`src/rtl/intr_arbiter_if.sv`:
```
// Request/acknowledge bundle between I/O-page devices, the CPU and the interrupt arbiter.
// The arbiter takes the slave modport; the device/CPU side takes the master modport.
interface intr_arbiter_if #(
  parameter int NREQ = 4
);
  logic [NREQ-1:0]   req;
  logic [3*NREQ-1:0] req_level;
  logic [8*NREQ-1:0] req_vector;
  logic [2:0]        psw_pri;
  logic              cpu_ack;
  logic              interrupt;
  logic [7:0]        interrupt_ipl;
  logic [7:0]        vector;
  logic [NREQ-1:0]   dev_ack;
  logic              busy;

  modport master (
    output req, req_level, req_vector, psw_pri, cpu_ack,
    input  interrupt, interrupt_ipl, vector, dev_ack, busy
  );

  modport slave (
    input  req, req_level, req_vector, psw_pri, cpu_ack,
    output interrupt, interrupt_ipl, vector, dev_ack, busy
  );
endinterface

```
`src/rtl/intr_arbiter.sv`:
```
// Central interrupt arbiter: picks the highest eligible BR level, presents it to the CPU and
// returns a one-cycle dev_ack on cpu_ack. Define INTR_ROUND_ROBIN_EN for round-robin tie-break.
module intr_arbiter #(
  parameter int NREQ = 4
) (
  input logic          clk,
  input logic          reset,
  intr_arbiter_if.slave bus
);
  localparam int IDX_W = (NREQ > 1) ? $clog2(NREQ) : 1;

  typedef enum logic [1:0] {
    IDLE    = 2'd0,
    PRESENT = 2'd1,
    ACKED   = 2'd2
  } state_t;

  state_t           state_reg, state_next;
  logic [IDX_W-1:0] grant_reg, grant_next;
  logic [2:0]       level_reg, level_next;
  logic [7:0]       vector_reg, vector_next;
  logic [NREQ-1:0]  mask_reg;
  logic [NREQ-1:0]  eligible;
  logic [NREQ-1:0]  grant_onehot;
  logic [2:0]       chan_level  [NREQ];
  logic [7:0]       chan_vector [NREQ];

  logic             win_found;
  logic [IDX_W-1:0] win_idx;
  logic [2:0]       win_level;
  logic [IDX_W-1:0] cand;
  logic [IDX_W-1:0] search_start;

  // mask_reg keeps the just-acknowledged channel out for one IDLE cycle so it can drop req.
  genvar gi;
  generate
    for (gi = 0; gi < NREQ; gi++) begin : g_chan
      assign chan_level[gi]   = bus.req_level[3*gi +: 3];
      assign chan_vector[gi]  = bus.req_vector[8*gi +: 8];
      assign eligible[gi]     = bus.req[gi] && (chan_level[gi] > bus.psw_pri) && !mask_reg[gi];
      assign grant_onehot[gi] = (grant_reg == IDX_W'(gi));
    end
  endgenerate

`ifdef INTR_ROUND_ROBIN_EN
  logic [IDX_W-1:0] rr_ptr_reg, rr_ptr_next;

  always_comb begin
    rr_ptr_next = grant_reg + 1'b1;
    if (int'(grant_reg) == NREQ - 1) begin
      rr_ptr_next = '0;
    end
  end

  // Pointer moves only when a grant is actually acknowledged, never on withdrawal.
  always_ff @(posedge clk or posedge reset) begin
    if (reset) begin
      rr_ptr_reg <= '0;
    end else if (state_reg == ACKED) begin
      rr_ptr_reg <= rr_ptr_next;
    end
  end

  assign search_start = rr_ptr_reg;
`else
  assign search_start = '0;
`endif

  // Scan from search_start; strict '>' keeps the first channel met at the winning level.
  always_comb begin
    win_found = 1'b0;
    win_idx   = '0;
    win_level = '0;
    cand      = '0;
    for (int k = 0; k < NREQ; k++) begin
      cand = IDX_W'((int'(search_start) + k) % NREQ);
      if (eligible[cand] && (!win_found || (chan_level[cand] > win_level))) begin
        win_found = 1'b1;
        win_idx   = cand;
        win_level = chan_level[cand];
      end
    end
  end

  always_ff @(posedge clk or posedge reset) begin
    if (reset) begin
      state_reg  <= IDLE;
      grant_reg  <= '0;
      level_reg  <= '0;
      vector_reg <= '0;
      mask_reg   <= '0;
    end else begin
      state_reg  <= state_next;
      grant_reg  <= grant_next;
      level_reg  <= level_next;
      vector_reg <= vector_next;
      mask_reg   <= (state_reg == ACKED) ? grant_onehot : '0;
    end
  end

  always_comb begin
    state_next  = state_reg;
    grant_next  = grant_reg;
    level_next  = level_reg;
    vector_next = vector_reg;
    case (state_reg)
      IDLE: begin
        if (win_found) begin
          state_next  = PRESENT;
          grant_next  = win_idx;
          level_next  = win_level;
          vector_next = chan_vector[win_idx];
        end
      end
      PRESENT: begin
        // An acknowledge outranks a withdrawal seen in the same cycle.
        if (bus.cpu_ack) begin
          state_next = ACKED;
        end else if (!bus.req[grant_reg] || (bus.psw_pri >= level_reg)) begin
          state_next = IDLE;
        end
      end
      ACKED: begin
        state_next = IDLE;
      end
      default: begin
        state_next = IDLE;
      end
    endcase
  end

  assign bus.interrupt     = (state_reg == PRESENT);
  assign bus.interrupt_ipl = (state_reg == PRESENT) ? (8'd1 << level_reg) : 8'd0;
  assign bus.vector        = (state_reg == PRESENT) ? vector_reg : 8'd0;
  assign bus.dev_ack       = (state_reg == ACKED) ? grant_onehot : '0;
  assign bus.busy          = (state_reg != IDLE);

endmodule

```
`src/flat_wrapper.sv`:
```
// flat-port wrapper written by rule: the top's interface ports become plain ports
module intr_arbiter_flat 
#(
  parameter int NREQ = 4
)
  (clk, reset, bus_req, bus_req_level, bus_req_vector, bus_psw_pri, bus_cpu_ack, bus_interrupt, bus_interrupt_ipl, bus_vector, bus_dev_ack, bus_busy);
  intr_arbiter_if #(.NREQ(NREQ)) bus_i ();
  input logic clk;
  input logic reset;
  input wire logic [$bits(bus_i.req)-1:0] bus_req;
  input wire logic [$bits(bus_i.req_level)-1:0] bus_req_level;
  input wire logic [$bits(bus_i.req_vector)-1:0] bus_req_vector;
  input wire logic [$bits(bus_i.psw_pri)-1:0] bus_psw_pri;
  input wire logic [$bits(bus_i.cpu_ack)-1:0] bus_cpu_ack;
  output wire logic [$bits(bus_i.interrupt)-1:0] bus_interrupt;
  output wire logic [$bits(bus_i.interrupt_ipl)-1:0] bus_interrupt_ipl;
  output wire logic [$bits(bus_i.vector)-1:0] bus_vector;
  output wire logic [$bits(bus_i.dev_ack)-1:0] bus_dev_ack;
  output wire logic [$bits(bus_i.busy)-1:0] bus_busy;
  assign bus_i.req = bus_req;
  assign bus_i.req_level = bus_req_level;
  assign bus_i.req_vector = bus_req_vector;
  assign bus_i.psw_pri = bus_psw_pri;
  assign bus_i.cpu_ack = bus_cpu_ack;
  assign bus_interrupt = bus_i.interrupt;
  assign bus_interrupt_ipl = bus_i.interrupt_ipl;
  assign bus_vector = bus_i.vector;
  assign bus_dev_ack = bus_i.dev_ack;
  assign bus_busy = bus_i.busy;
  intr_arbiter #(.NREQ(NREQ)) u_core (.clk(clk), .reset(reset), .bus(bus_i));
endmodule
```
`config.mk`:
```
export PLATFORM = sky130hd
export DESIGN_NAME = intr_arbiter_flat
export DESIGN_NICKNAME = d
export VERILOG_FILES = /design/src/rtl/intr_arbiter_if.sv /design/src/rtl/intr_arbiter.sv /design/src/flat_wrapper.sv
export SDC_FILE = /design/constraint.sdc
export NUM_CORES = 1
export LEC_CHECK = 0
export CELL_PAD_IN_SITES_DETAIL_PLACEMENT = 1
export CELL_PAD_IN_SITES_GLOBAL_PLACEMENT = 2
export CORE_MARGIN = 2
export CORE_UTILIZATION = 25
export CTS_CLUSTER_SIZE = 20
export DETAILED_ROUTE_END_ITERATION = 7
export PLACE_DENSITY_LB_ADDON = 0.05
export RECOVER_POWER = 50
export SLEW_MARGIN = 20
export SYNTH_ARGS = -nofsm -noshare
export SYNTH_HDL_FRONTEND = slang
export SYNTH_SLANG_ARGS = --single-unit
```
`constraint.sdc`:
```
create_clock -name clk -period 5.4 [get_ports clk]
set_input_delay 1.08 -clock clk [delete_from_list [all_inputs] [get_ports clk]]
set_output_delay 1.08 -clock clk [all_outputs]
set_load 0.02 [all_outputs]
```
# After elaboration in Yosys (flattened, before gate mapping)
# Cells that the tools add are included.
[classes]
n_addsub = 0
n_mul = 0
div = 0
n_lt_le_gt_ge = 10
n_eq_ne = 7
shift = 1
muxes = 23
n_bitwise = 1
n_reduce_logical = 28
[op_table]
columns = ["cell", "n"]
rows = [
  ["8-bit two-way mux", 4],
  ["3-bit greater-than comparator", 7],
  ["8-bit binary-select mux with 2-bit select", 1],
  ["3-bit two-way mux", 4],
  ["1-bit logical AND", 11],
  ["2-bit two-way mux", 5],
  ["1-bit logical NOT", 8],
  ["1-bit by 3-bit << shifter with 8-bit output, first input constant", 1],
  ["2-bit == test, second input constant", 3],
  ["1-bit two-way mux", 6],
  ["2-bit by 1-bit == test with 1-bit output, second input constant", 2],
  ["2-bit logical NOT", 2],
  ["1-bit logical OR", 4],
  ["4-bit two-way mux", 1],
  ["2-bit one-hot mux with 2 select lines", 1],
  ["2-bit AND reduction", 2],
  ["3-bit >= comparator", 1],
  ["3-bit >= comparator, second input constant", 1],
  ["2-bit by 3-bit < comparator with 1-bit output, second input constant", 1],
  ["3-bit by 2-bit inequality test with 1-bit output, second input constant", 1],
  ["2-bit NOT with 3-bit output", 1],
  ["1-bit binary-select mux with 2-bit select", 1],
  ["2-bit by 1-bit inequality test with 1-bit output, second input constant", 1],
  ["2-bit nonzero test", 1],
]
[word_totals]
reg_bits = 19
latchBits = 0
mem_bits_rw = 0
mem_bits_ro = 0
inputBits = 54
output_inout_bits = 22
word_cells = 75
mem_count = 0

# Depth between registers and ports, before layout
[depth]
depth_word = 20
ltp_mapped = 31
ltp_nobuf = 27

# Worst setup path before layout
# No wires, ideal clock.
[synth_path]
kind = "in2reg"
startpoint = "in bus_psw_pri[1]"
endpoint = "reg u_core.vector_reg[0]"
setup_ns = 0.082
arrival_time_ns = 5.971
required_ns = 5.318
setup_slack_ns = -0.653
path_stages = 31
n_path_buf = 4
path_cell_list = "inv_1 ha_1 nor2b_4 o311ai_4 nor2_1 nand2_1 ha_1 nor2b_1 o21ai_1 a32oi_1 o31a_1 buf_6 buf_8 a22oi_1 ha_1 nor2b_1 o21a_1 o21ai_1 a21boi_2 buf_2 a221o_1 o21ai_0 ha_1 nor2b_1 o21a_1 o21ai_1 a21oi_1 or2_1 buf_6 or2_0 a31oi_1"
[synth_between]
elab_chain_len = 20
elab_cells_between_ends = 39
cone_classes = "7 x order compare; 13 x mux; 1 x bitwise; 18 x reduce/logical"
[synth_lines]
columns = ["element", "line", "text"]
rows = [
  ["start: declaration", "flat_wrapper.sv:13", "input wire logic [$bits(bus_i.psw_pri)-1:0] bus_psw_pri;"],
  ["3-bit greater-than comparator", "intr_arbiter.sv:40", "assign eligible[gi] = bus.req[gi] && (chan_level[gi] > bus.psw_pri) && !mask_reg[gi];"],
  ["1-bit logical AND (2 in series)", "intr_arbiter.sv:40", ""],
  ["3-bit two-way mux or 1-bit two-way mux (tied branches)", "intr_arbiter.sv:77", "if (eligible[cand] && (!win_found || (chan_level[cand] > win_level))) begin"],
  ["3-bit greater-than comparator or 1-bit logical NOT (tied branches)", "intr_arbiter.sv:77", ""],
  ["1-bit logical OR", "intr_arbiter.sv:77", ""],
  ["1-bit logical AND", "intr_arbiter.sv:77", ""],
  ["3-bit two-way mux or 1-bit two-way mux (tied branches)", "intr_arbiter.sv:77", ""],
  ["3-bit greater-than comparator or 1-bit logical NOT (tied branches)", "intr_arbiter.sv:77", ""],
  ["(+2 left out)", "n/a", ""],
  ["3-bit two-way mux or 1-bit two-way mux (tied branches)", "intr_arbiter.sv:77", ""],
  ["3-bit greater-than comparator or 1-bit logical NOT (tied branches)", "intr_arbiter.sv:77", ""],
  ["1-bit logical OR", "intr_arbiter.sv:77", ""],
  ["1-bit logical AND", "intr_arbiter.sv:77", ""],
  ["2-bit two-way mux", "intr_arbiter.sv:77", ""],
  ["2-bit NOT with 3-bit output (not written as such)", "intr_arbiter.sv:112", "vector_next = chan_vector[win_idx];"],
  ["8-bit binary-select mux with 2-bit select", "intr_arbiter.sv:112", ""],
  ["8-bit two-way mux (not written as such) (2 in series)", "intr_arbiter.sv:112", ""],
  ["end signal: assignment", "intr_arbiter.sv:96", "vector_reg <= vector_next;"],
  ["end: declaration", "intr_arbiter.sv:21", "logic [7:0] vector_reg, vector_next;"],
]
# Several ways; a longest one is shown, not always the timed one. The select of a mux whose other input is x is not followed.
# A chain may end at the register's enable or synchronous reset.

# Worst setup path in the final report
[layout_path]
startpoint = "in bus_req_level[1]"
endpoint = "reg u_core.vector_reg[3]"
[layout_between]
elab_chain_len = 20
elab_cells_between_ends = 30
cone_classes = "4 x order compare; 13 x mux; 1 x bitwise; 12 x reduce/logical"
[layout_lines]
columns = ["element", "line", "text"]
rows = [
  ["start: declaration", "flat_wrapper.sv:11", "input wire logic [$bits(bus_i.req_level)-1:0] bus_req_level;"],
  ["3-bit greater-than comparator", "intr_arbiter.sv:40", ""],
  ["1-bit logical AND (2 in series)", "intr_arbiter.sv:40", ""],
  ["3-bit two-way mux or 1-bit two-way mux (tied branches)", "intr_arbiter.sv:77", ""],
  ["3-bit greater-than comparator or 1-bit logical NOT (tied branches)", "intr_arbiter.sv:77", ""],
  ["1-bit logical OR", "intr_arbiter.sv:77", ""],
  ["1-bit logical AND", "intr_arbiter.sv:77", ""],
  ["3-bit two-way mux or 1-bit two-way mux (tied branches)", "intr_arbiter.sv:77", ""],
  ["3-bit greater-than comparator or 1-bit logical NOT (tied branches)", "intr_arbiter.sv:77", ""],
  ["(+2 left out)", "n/a", ""],
  ["3-bit two-way mux or 1-bit two-way mux (tied branches)", "intr_arbiter.sv:77", ""],
  ["3-bit greater-than comparator or 1-bit logical NOT (tied branches)", "intr_arbiter.sv:77", ""],
  ["1-bit logical OR", "intr_arbiter.sv:77", ""],
  ["1-bit logical AND", "intr_arbiter.sv:77", ""],
  ["2-bit two-way mux", "intr_arbiter.sv:77", ""],
  ["2-bit NOT with 3-bit output (not written as such)", "intr_arbiter.sv:112", ""],
  ["8-bit binary-select mux with 2-bit select", "intr_arbiter.sv:112", ""],
  ["8-bit two-way mux (not written as such) (2 in series)", "intr_arbiter.sv:112", ""],
]
# Several ways; a longest one is shown, not always the timed one. The select of a mux whose other input is x is not followed.

==> impl_metrics.csv <==
group,metric,value,unit
outcome,status,"finished with violations",
outcome,violations,"setup timing",
clock_tree,htree_num_levels,1,
clock_tree,cts_hold_buf,0,
die,start_util,0.2564,
global_route,grt_pass1_wl,11370,um
power_and_ir_drop,leakagePower,1.326,nW
cells_and_area,multi_input_area,1448,sq um
power_and_ir_drop,ir_drop,0.08540,mV
timing,fmax,177.4,MHz
logic_synthesis,synth_seq_area_share,0.2425,
logic_synthesis,synth_fa_ha_area_frac,0.1532,
place,gp_congestion,0.8408,
cells_and_area,layout_commonest_cell,"clkdlybuf4s50_1",
clock_tree,cts_buffers,3,
power_and_ir_drop,p_per_area,319.2,nW/um^2
drt,drt-total-wl,6968,um
place,port_buffers,75,
worst_hold_path,hp-class,"reg2reg",
cells_and_area,utilization,0.4151,
global_route,antenna_found_initial,0,
drt,wl_per_cell,16.24,um
critical_path,crit_start,"bus_req_level[1]",
drt,drtPass1Iterations,4,
die,die_h,92.56,um
cells_and_area,fillers,905,
cells_and_area,regArea,475.5,sq um
logic_synthesis,syn-num-nets,302,
drt,viasPerCell,4.772,
timing,layout_setup_ws,-236.1,ps
cells_and_area,layout_common_cells,"clkdlybuf4s50_1, buf_4, ha_1",
timing,hold_ws,561.7,ps
global_route,track_usage,0.1671,
cells_and_area,diodes,0,
clock_tree,clkLatencyLatePin,260,ps
critical_path,cp-start-kind,"primary input",
cells_and_area,nNetsFinal,406,
critical_path,critPathBufInv,1,
timing,setup_viol,12,
critical_path,critPathTopFamily,"compound AO/OA/AOI/OAI gates",
global_route,grt_max_degree,20,
logic_synthesis,synth-seq-cells,19,
critical_path,slowest_stage,"o31a_1",
timing,rsz0062_at_grt,"true",
timing,slew_viol_final,0,
drt,ant_nets,0,
flow_run,drv_cap,0,
clock_tree,clk_pin_slew_worst_paths,80,ps
worst_hold_path,min-delay-start,"u_core.vector_reg[3]",
global_route,overflow,0,
critical_path,cp_max_fo,5,
critical_path,r2r-start,"u_core.mask_reg[0]",
logic_synthesis,avgSynthCellArea,8.753,sq um
place,dp_cells,421,
drt,drt_iter0_drc,90,
die,chipWidth,92.56,um
critical_path,crit_path_end_kind,"flip-flop",
logic_synthesis,yosys.cell_types.count,47,
clock_tree,cts_sinks,19,
logic_synthesis,syn_area,1961,sq um
logic_synthesis,synth_ff_type,"dfrtp_1",
cells_and_area,largest_reg_flops,8,
cells_and_area,synthToLayoutAreaGrowth,61.90,%
logic_synthesis,synth-edff-count,0,
power_and_ir_drop,p_total,1.013,mW
die,die_area,8567,sq um
critical_path,crit_path_max_incr_delay,330,ps
logic_synthesis,yosys_warnings,0,
cells_and_area,drive_gt1_frac,0.2508,
clock_tree,cts_max_path_buffers,2,
global_route,grt_pass1_vias,2172,
logic_synthesis,async_flop_share,1.000,
logic_synthesis,synth_mux_area_frac,0.05424,
logic_synthesis,synth_compound_area_frac,0.2534,
die,core,7647,sq um
place,hpwlAfterDp,5800,um
critical_path,cp.required,5580,ps
logic_synthesis,synth_cells,224,
drt,drc_errors,0,
critical_path,criticalPathCategory,"in2reg",
logic_synthesis,synth_top_family_by_area,"compound AO/OA/AOI/OAI gates",
logic_synthesis,yosys.area_share.simple,0.2208,
logic_synthesis,synth-xor-area-share,0,
place,dp_slack,-1102,ps
critical_path,critical_path_arrival,5820,ps
die,placementRows,32,
timing,fin_crit_sh,1.044,
timing,finalClockSkew,2.576,ps
cells_and_area,finalNonFillerCells,429,
drt,vias,2047,
clock_tree,clock-root-buffer,"clkbuf_8",
die,io_pins,76,
timing,hold_viol,0,
clock_tree,cts_tree,"built",
timing,period_needed,5636,ps
timing,slew_headroom,0.4837,
timing,worst_pin_slew,773.6,ps
[worst paths after layout]
path / to / slack [ps] / cells past startpoint
min in group asynchronous: u_core.vector_reg[7] / 1400 / 2
min: u_core.vector_reg[3] / 560 / 2
max reg2reg: u_core.vector_reg[3] / 640 / 25
max in group asynchronous: u_core.state_reg[0] / 3510 / 2
min reg2reg: u_core.vector_reg[3] / 560 / 2
max: u_core.vector_reg[3] / -240 / 27
[final cells by class]
class                           instances  share of cell area
Clock buffer                            3             0.01301
Clock inverter                          1            0.001577
Inverter                               19             0.02759
Multi-Input combinational cell        178              0.4561
Sequential cell                        19              0.1498
Tap cell                              102             0.04020
Timing Repair Buffer                  107              0.3118
[where the power goes]
part / total, mW / internal, mW / switching [mW]
Combinational: 0.651 / 0.317 / 0.334
Sequential: 0.261 / 0.200 / 0.0611
Clock: 0.101 / 0.0513 / 0.0496
Total: 1.01 / 0.568 / 0.445
[metal layers]
metal	GRT usage	part of all wire
met2	0.2889	0.49
met3	0.006509	0.024
met5	0	0
met1	0.2295	0.48
met4	0.04104	0.0063
[synthesized netlist by cell type (2+ instances only)]
master	instances	area, sq um
ha_1	24	300.3
dfrtp_1	19	475.5
inv_1	18	67.56
a31oi_1	17	106.4
nand2_1	13	48.80
o21ai_0	12	60.06
and2_1	9	56.30
nor2_2	9	56.30
mux2i_1	8	80.08
or2_0	8	50.05
a21oi_1	7	35.03
nor2_1	7	26.28
o21ai_1	7	35.03
nor3_1	6	30.03
nand3_1	5	25.02
a22oi_1	4	30.03
buf_6	4	45.04
o21a_1	4	30.03
a221o_1	3	30.03
nor2b_1	3	18.77
o211ai_1	3	22.52
a211oi_1	2	15.01
a21boi_2	2	22.52
buf_2	2	10.01
clkbuf_1	2	7.510
nand2b_1	2	12.51
nor4b_1	2	17.52
nor4bb_1	2	20.02
or2_1	2	12.51
[per-stage QoR]
stage	instance area, sq um	setup TNS, ps
3_5_place_dp	3033	-13210
6_report	3174	-2003
4_1_cts	3139	-2014
2_1_floorplan	2023	-5584
5_1_grt	3174	-5306
3_3_place_gp	3033	-11550
[kinds of logic after synthesis]
group / after synthesis
muxes: 9
buffers and inverters: 28
DFF: 19
adders and majority gates: 24
AOI/OAI and AO/OA: 70
and+or+nand+nor: 74
[worst register-to-register path, stage by stage, from the launching register on]
cell and delay, ps:
dfrtp_1 380, inv_1 100, o311ai_4 120, nor2_2 110
nand2_1 60, ha_1 300, nor2b_1 130, o21ai_1 130
a32oi_1 90, o31a_1 330, a22oi_2 170, ha_1 270
nor2b_4 130, o21a_1 190, o21ai_2 170, a21boi_2 90
a221o_1 310, o21ai_1 100, ha_1 260, nor2b_4 130
o21a_1 170, o21ai_2 160, a21oi_2 80, or2_4 290
or2_4 250, a31oi_1 160
[timing repair]
action	4_1_cts	5_1_grt
pin swaps	25	23
gates resized for setup	30	23
gates cloned	1	0
setup buffers	3	1
setup endpoints to repair	13	13
(Power assumes the default switching activity.)
